`config.mk`:
```
export PLATFORM = sky130hd
export DESIGN_NAME = kernel_sysid_ext
export DESIGN_NICKNAME = d
export VERILOG_FILES = /design/src/rtl/kernel_sysid_pkg.sv /design/src/rtl/kernel_sysid_uptime.sv /design/src/rtl/kernel_sysid_ext.sv
export SDC_FILE = /design/constraint.sdc
export NUM_CORES = 1
export LEC_CHECK = 0
export CAP_MARGIN = 0
export CORE_UTILIZATION = 48
export CTS_CLUSTER_DIAMETER = 100
export DETAILED_ROUTE_END_ITERATION = 10
export GPL_TIMING_DRIVEN = 0
export HOLD_SLACK_MARGIN = 0.05
export MAX_ROUTING_LAYER = met4
export PLACE_DENSITY_LB_ADDON = 0.05
export SYNTH_ARGS = -nofsm -noshare
export SYNTH_HDL_FRONTEND = slang
export SYNTH_SLANG_ARGS = --single-unit
```
`constraint.sdc`:
```
create_clock -name clock -period 1 [get_ports clock]
set_input_delay 0.1 -clock clock [delete_from_list [all_inputs] [get_ports clock]]
set_output_delay 0.1 -clock clock [all_outputs]
set_load 0.01 [all_outputs]
```
`src/rtl/kernel_sysid_pkg.sv`:
```
// kernel_sysid_pkg
// Shared definitions for the system-ID / uptime register block:
//   - word_t / addr_t   : data word and word-address types
//   - ADDR_*            : register word addresses (6-7 are reserved)
//   - CAPS_*            : bit positions inside the CAPS register
//   - caps_word()       : builds the CAPS read value
package kernel_sysid_pkg;

    typedef logic [31:0] word_t;
    typedef logic [2:0]  addr_t;

    localparam addr_t ADDR_ID        = 3'd0;
    localparam addr_t ADDR_TIMESTAMP = 3'd1;
    localparam addr_t ADDR_SCRATCH   = 3'd2;
    localparam addr_t ADDR_CAPS      = 3'd3;
    localparam addr_t ADDR_UPTIME_LO = 3'd4;
    localparam addr_t ADDR_UPTIME_HI = 3'd5;

    localparam int unsigned CAPS_UPTIME_BIT   = 0;
    localparam int unsigned CAPS_PRESCALE_LSB = 16;

    function automatic word_t caps_word(input logic [15:0] prescale, input logic uptime);
        word_t w;
        w = '0;
        w[CAPS_UPTIME_BIT]              = uptime;
        w[CAPS_PRESCALE_LSB +: 16]      = prescale;
        return w;
    endfunction

endpackage

```
`src/rtl/kernel_sysid_uptime.sv`:
```
// kernel_sysid_uptime
// 64-bit free-running uptime counter advanced once every PRESCALE clocks,
// with a high-word snapshot register so a LO-then-HI read pair is coherent.
// Ports:
//   clk_i   : clock (rising edge)
//   rst_ni  : asynchronous active-low reset
//   clear_i : clears prescaler, counter and snapshot on the next edge
//   snap_i  : latch the live high word into the snapshot
//   lo_o    : live low word of the counter
//   hi_o    : snapshot of the high word
module kernel_sysid_uptime
    import kernel_sysid_pkg::*;
#(
    parameter int unsigned PRESCALE = 1
) (
    input  logic  clk_i,
    input  logic  rst_ni,
    input  logic  clear_i,
    input  logic  snap_i,
    output word_t lo_o,
    output word_t hi_o
);

    localparam logic [15:0] PRE_LAST = 16'(PRESCALE - 1);

    logic [15:0] pre_q, pre_d;
    logic [63:0] cnt_q, cnt_d;
    word_t       snap_q, snap_d;

    always_comb begin
        pre_d  = pre_q;
        cnt_d  = cnt_q;
        snap_d = snap_q;
        if (clear_i) begin
            // Clear has priority over a coincident tick, wrap or snapshot.
            pre_d  = '0;
            cnt_d  = '0;
            snap_d = '0;
        end else begin
            if (pre_q == PRE_LAST) begin
                pre_d = '0;
                cnt_d = cnt_q + 64'd1;
            end else begin
                pre_d = pre_q + 16'd1;
            end
            if (snap_i) begin
                snap_d = cnt_q[63:32];
            end
        end
    end

    always_ff @(posedge clk_i or negedge rst_ni) begin
        if (!rst_ni) begin
            pre_q  <= '0;
            cnt_q  <= '0;
            snap_q <= '0;
        end else begin
            pre_q  <= pre_d;
            cnt_q  <= cnt_d;
            snap_q <= snap_d;
        end
    end

    assign lo_o = cnt_q[31:0];
    assign hi_o = snap_q;

endmodule

```
`src/rtl/kernel_sysid_ext.sv`:
```
// kernel_sysid_ext
// Avalon-MM slave exposing system ID, build timestamp, a scratch register,
// a capabilities word and (optionally) a 64-bit uptime counter.
// Optional feature macro: KERNEL_SYSID_UPTIME_EN (uptime counter at words 4/5).
// Ports:
//   clock         : clock (rising edge)
//   reset_n       : asynchronous active-low reset
//   address       : word address
//   read / write  : single-cycle strobes
//   writedata     : write data
//   readdata      : registered read data, held between reads
//   readdatavalid : one-cycle pulse, one cycle after read
module kernel_sysid_ext
    import kernel_sysid_pkg::*;
#(
    parameter logic [31:0] SYSID_ID        = '0,
    parameter logic [31:0] SYSID_TIMESTAMP = '0,
    parameter int unsigned PRESCALE        = 1,
    parameter logic [31:0] SCRATCH_RST     = '0
) (
    input  logic        clock,
    input  logic        reset_n,
    input  logic [2:0]  address,
    input  logic        read,
    input  logic        write,
    input  logic [31:0] writedata,
    output logic [31:0] readdata,
    output logic        readdatavalid
);

`ifdef KERNEL_SYSID_UPTIME_EN
    localparam logic UPTIME_PRESENT = 1'b1;
`else
    localparam logic UPTIME_PRESENT = 1'b0;
`endif

    localparam word_t CAPS = caps_word(16'(PRESCALE), UPTIME_PRESENT);

    word_t scratch_q, scratch_d;
    word_t rdata_q, rdata_d;
    logic  rvalid_q, rvalid_d;
    word_t rd_mux;

`ifdef KERNEL_SYSID_UPTIME_EN
    logic  up_clear, up_snap;
    word_t up_lo, up_hi;

    assign up_clear = write && (address == ADDR_UPTIME_LO);
    assign up_snap  = read  && (address == ADDR_UPTIME_LO);

    kernel_sysid_uptime #(
        .PRESCALE (PRESCALE)
    ) u_uptime (
        .clk_i   (clock),
        .rst_ni  (reset_n),
        .clear_i (up_clear),
        .snap_i  (up_snap),
        .lo_o    (up_lo),
        .hi_o    (up_hi)
    );
`endif

    // Mux reads current-cycle state, so a coincident write is not yet visible.
    always_comb begin
        rd_mux = '0;
        case (address)
            ADDR_ID:        rd_mux = SYSID_ID;
            ADDR_TIMESTAMP: rd_mux = SYSID_TIMESTAMP;
            ADDR_SCRATCH:   rd_mux = scratch_q;
            ADDR_CAPS:      rd_mux = CAPS;
`ifdef KERNEL_SYSID_UPTIME_EN
            ADDR_UPTIME_LO: rd_mux = up_lo;
            ADDR_UPTIME_HI: rd_mux = up_hi;
`endif
            default:        rd_mux = '0;
        endcase
    end

    always_comb begin
        scratch_d = scratch_q;
        rdata_d   = rdata_q;
        rvalid_d  = read;
        if (write && (address == ADDR_SCRATCH)) begin
            scratch_d = writedata;
        end
        if (read) begin
            rdata_d = rd_mux;
        end
    end

    always_ff @(posedge clock or negedge reset_n) begin
        if (!reset_n) begin
            scratch_q <= SCRATCH_RST;
            rdata_q   <= '0;
            rvalid_q  <= 1'b0;
        end else begin
            scratch_q <= scratch_d;
            rdata_q   <= rdata_d;
            rvalid_q  <= rvalid_d;
        end
    end

    assign readdata      = rdata_q;
    assign readdatavalid = rvalid_q;

endmodule

```
Yosys cells after proc, flatten, opt, wreduce, memory -nomap -nowiden. Cells that the tools add are included.

RAM bits: 0. Memories kept: 0. Bits in latches: 0. Bits of input ports: 39. Bits in registers: 65. Output and inout bits: 33. Bits in read-only memories: 0. Word-level logic and storage cells: 7.

Reduce and logical (&&, ||, !) cells: 1. Bitwise gates (word level): 0. Div/mod/pow operators: 0. $lt $le $gt $ge: 0. Equality and inequality tests: 2. Add/sub/neg operators: 0. Shift-type cells: 0. Multiplexer cells: 1. Multiply operators: 0.

Operators by type and width (number): $pmux 32 s2 (1); $eq 3x2->1 const B (2); $logic_and 1x1->1 (1).

Longest topological paths before layout.
Depth in word-level cells: 2. Mapped depth: 4. Gate-level depth less buffers: 2.

Least setup slack after synthesis. No wires, ideal clock.

Path type: input-to-reg. Start point: input port address[0]. End point: register scratch_q[0]. Setup time: 0.125 ns. Stages: 4. Buffers on the path: 2. Data arrival time: 0.986 ns. Slack: -0.111 ns. Data required time: 0.875 ns. Cells stage by stage: nor4bb_1 > buf_4 > buf_12 > mux2_4.

Cells in the longest elaborated chain, start to end: 2.

Ends and longest elaborated chain: start: declaration (RTL line kernel_sysid_ext.sv:23) `input logic [2:0] address,`; $eq 3x2->1 (RTL line kernel_sysid_ext.sv:83) `if (write && (address == ADDR_SCRATCH)) begin`; $logic_and 1x1->1 (RTL line kernel_sysid_ext.sv:83); end signal: assignment (RTL line kernel_sysid_ext.sv:97) `scratch_q <= scratch_d;`; end: declaration (RTL line kernel_sysid_ext.sv:39) `word_t scratch_q, scratch_d;`.

No other way between the ends. A chain may end at the register's enable or synchronous reset.

Worst setup path in the final report.
Start point: input port address[0]. End point: register scratch_q[15].

Same word-level chain as after synthesis.

==> impl_metrics.toml <==
[detailed_routing]
post_drt_wl_per_cell_um = 15.8
ant_nets = 0
drt-total-wl_um = 5740
drt_iter0_drc = 53
drc_errors = 0
vias_per_cell = 5.02
vias = 1821
dr.pass1.iters = 4

[place]
gp_congestion = 0.719
io_buffers = 71
dp_hpwl_um = 3560
post-place-ws_ns = -0.693

[worst_hold_path]
hold_path_class = "in -> reg"

[logic_synthesis]
syn-cell-area_um2 = 2680
netlist.area_leader.share_pct = 60.6
synth_warnings = 0
synth_top_area_cell = "dfrtp_1"
synth_area_per_cell_um2 = 14.8
synth-seq-cells = 65
ys_seq_area_share_pct = 60.6
ys_types = 18
synth_most_common_cell = "dfrtp_1"
synth_enable_flop_cells = 0
synth_cells = 181
synth_commonest_cells = "dfrtp_1 (65), nand2_1 (31), mux2_4 (30)"
synth_area_leaders = "dfrtp_1 (61%), mux2_4 (17%), o2bb2ai_1 (9.1%), nand2_1 (4.3%), buf_12 (2.2%)"
async_reset_ff_share_pct = 100
syn_nets = 220
synthFlopType = "dfrtp_1"

[floorplan]
rows = 26
ios = 72
die_h_um = 76.8
die_area_um2 = 5890
dieWidth_um = 76.8
core_area_um2 = 5240
start_util_pct = 51.2

[power_and_ir_drop]
p_switching_mw = 1.50
peakVddDrop_v = 0.000915
switching_share_pct = 24.7
internal-power_mw = 4.58
p_leak_nw = 1.86
pwr-share-seq_pct = 52.4
power_density_nw_per_um2 = 1590
power.total_mw = 6.09
p_comb_share_pct = 18.6
pwr-share-clk_pct = 29.0

[grt]
grt_pass1_wl_um = 9270
grt_max_degree = 66
grt_pass1_vias = 1905
antenna_found_initial = 0
grt_use_total_pct = 21.3
gr-total-overflow = 0

[worst_setup_path]
end_kind = "register"
arrival_ns = 1.27
cp-start-kind = "input port"
crit_type = "in -> reg"
cpPeakStageDelay_ns = 0.30
slowest_stage = "mux2_4"
path_cells = "buf_8 > nor4bb_4 > buf_4 > buf_12 > buf_12 > buf_12 > mux2_4"
path_common_cell = "buf_12"
worst-path-max-fanout = 5
cp.required_ns = 1.21

[sta]
finalCriticalPeriod_ns = 1.06
worst_slew_pin_slew_ns = 0.574
finalSetupViolations = 17
fmax_mhz = 943
maxSlewHeadroom_pct = 61.7
skew_ns = 0.00611
hold_viol_final = 0
setup_slack_ns = -0.0608
fin_hold_ws_ns = 0.0634
period_share_pct = 106
timing.setup.tns_ns = -0.874
maxSlewViolCount = 0
rsz0062_at_grt = "yes"

[cts]
cts_sinks = 65
cts_buffers = 9
cts-root-buf = "clkbuf_8"
worstSkewPairLatency_ns = 0.32
path_clk_slew_ns = 0.07
cts_buffer_depth = 2
cts_tree = "done"
htreeDepth = 3

[cells_and_area]
diodes = 0
final_nets = 329
syn2layout_area_growth_pct = 42.5
fillers = 359
layout-drive-gt1-share_pct = 43.7

[run]
max_cap_violations = 0

[outcome]
violations = "setup timing"
status = "finished with violations"
==> layout by cell type, fill, tap and decap left out <==
cell             synthesis  final
buf_8                    0      2
o2bb2ai_1               28     28
nor2_1                   1      1
buf_2                    1     37
clkbuf_2                 0      1
inv_1                    2      2
o2bb2ai_2                3      3
mux2_4                  30     32
clkbuf_4                 0      1
nand2b_1                 1      1
nor4bb_4                 0      1
clkbuf_1                 6      1
buf_12                   3      7
or3b_1                   1      1
buf_16                   0      2
buf_6                    3      6
nand2_1                 31     31
clkdlybuf4s50_1          0     33
dlygate4sd3_1            0      2
dfrtp_1                 65     65
buf_4                    1     22
clkinv_2                 0      3
clkbuf_8                 0      9
o41ai_2                  0      1
clkinvlp_4               0      1
==> cells by family after synthesis <==
kind of cell | after synthesis | synth area share, %
multiplexers | 32 | 17.6
flip-flops | 65 | 60.6
AO/OA/AOI/OAI | 32 | 11.1
AND/OR/NAND/NOR | 35 | 5.41
buffers and inverters | 17 | 5.22
==> state kept, by name (all words and copies together) (netlist names) <==
| register | cells |
|---|---|
| readdata | 32 |
| scratch_q | 32 |
| readdatavalid | 1 |
==> critical path: cells and delay by family <==
family | cells | cell delay, ns
multiplexers | 1 | 0.30
AND/OR/NAND/NOR | 1 | 0.26
buffers and inverters | 5 | 0.61
==> per-layer routing <==
metal | global-route usage, % | up-vias | wire [um]
li1 | - | 857 | -
met1 | 27.8 | 907 | 2750
met2 | 32.3 | 47 | 2710
met3 | 4.17 | 10 | 181
met4 | 9.42 | 0 | 104
met5 | - | - | 0
==> power groups by stage <==
stage	sequential (mW)	combinational, mW	clock, mW
2_1_floorplan	3.21	0.612	0
3_3_place_gp	3.24	1.05	0
3_5_place_dp	3.23	1.07	0
4_1_cts	3.19	1.14	1.81
5_1_grt	3.23	1.23	1.92
6_report	3.19	1.13	1.76
==> what timing repair did <==
action                                  CTS  global route
setup buffers                            22             1
endpoints found under the hold margin    66             0
gates cloned                              3             0
resized for setup                       169            11
pin swaps                                 1             1
hold buffers                              2             0
endpoints found under the setup margin   96           118
==> path summary, 6_finish.rpt <==
check / start / end / slack, ns / cells past startpoint
setup / recovery: address[0] / scratch_q[15] / -0.06 / 7
hold / removal: address[2] / readdata[16] / 0.06 / 3
setup reg to reg: scratch_q[23] / scratch_q[23] / 0.22 / 1
hold reg to reg: readdata[16] / readdata[16] / 0.48 / 2
max in group asynchronous: reset_n / readdata[17] / 0.27 / 2
min in group asynchronous: reset_n / scratch_q[5] / 0.33 / 2
==> area by class of cell <==
type,count,area [um2],area share [%]
timing repair buffer,98,848,22.2
multi-input combinational,99,947,24.8
clock inverter,4,22.5,0.589
buffer,15,158,4.12
clock buffer,10,128,3.34
sequential,65,1630,42.5
tap,70,87.6,2.29
inverter,2,7.51,0.196
==> metrics by stage <==
stage	std cells	instance area, um2	util (%)
final	363	3820	73.0
after global routing	363	3820	73.0
after CTS	363	3820	73.0
after detailed placement	322	3480	66.4
after global placement	322	3480	66.5
after floorplan	181	2680	-
Power figures use the tool's default switching activity.
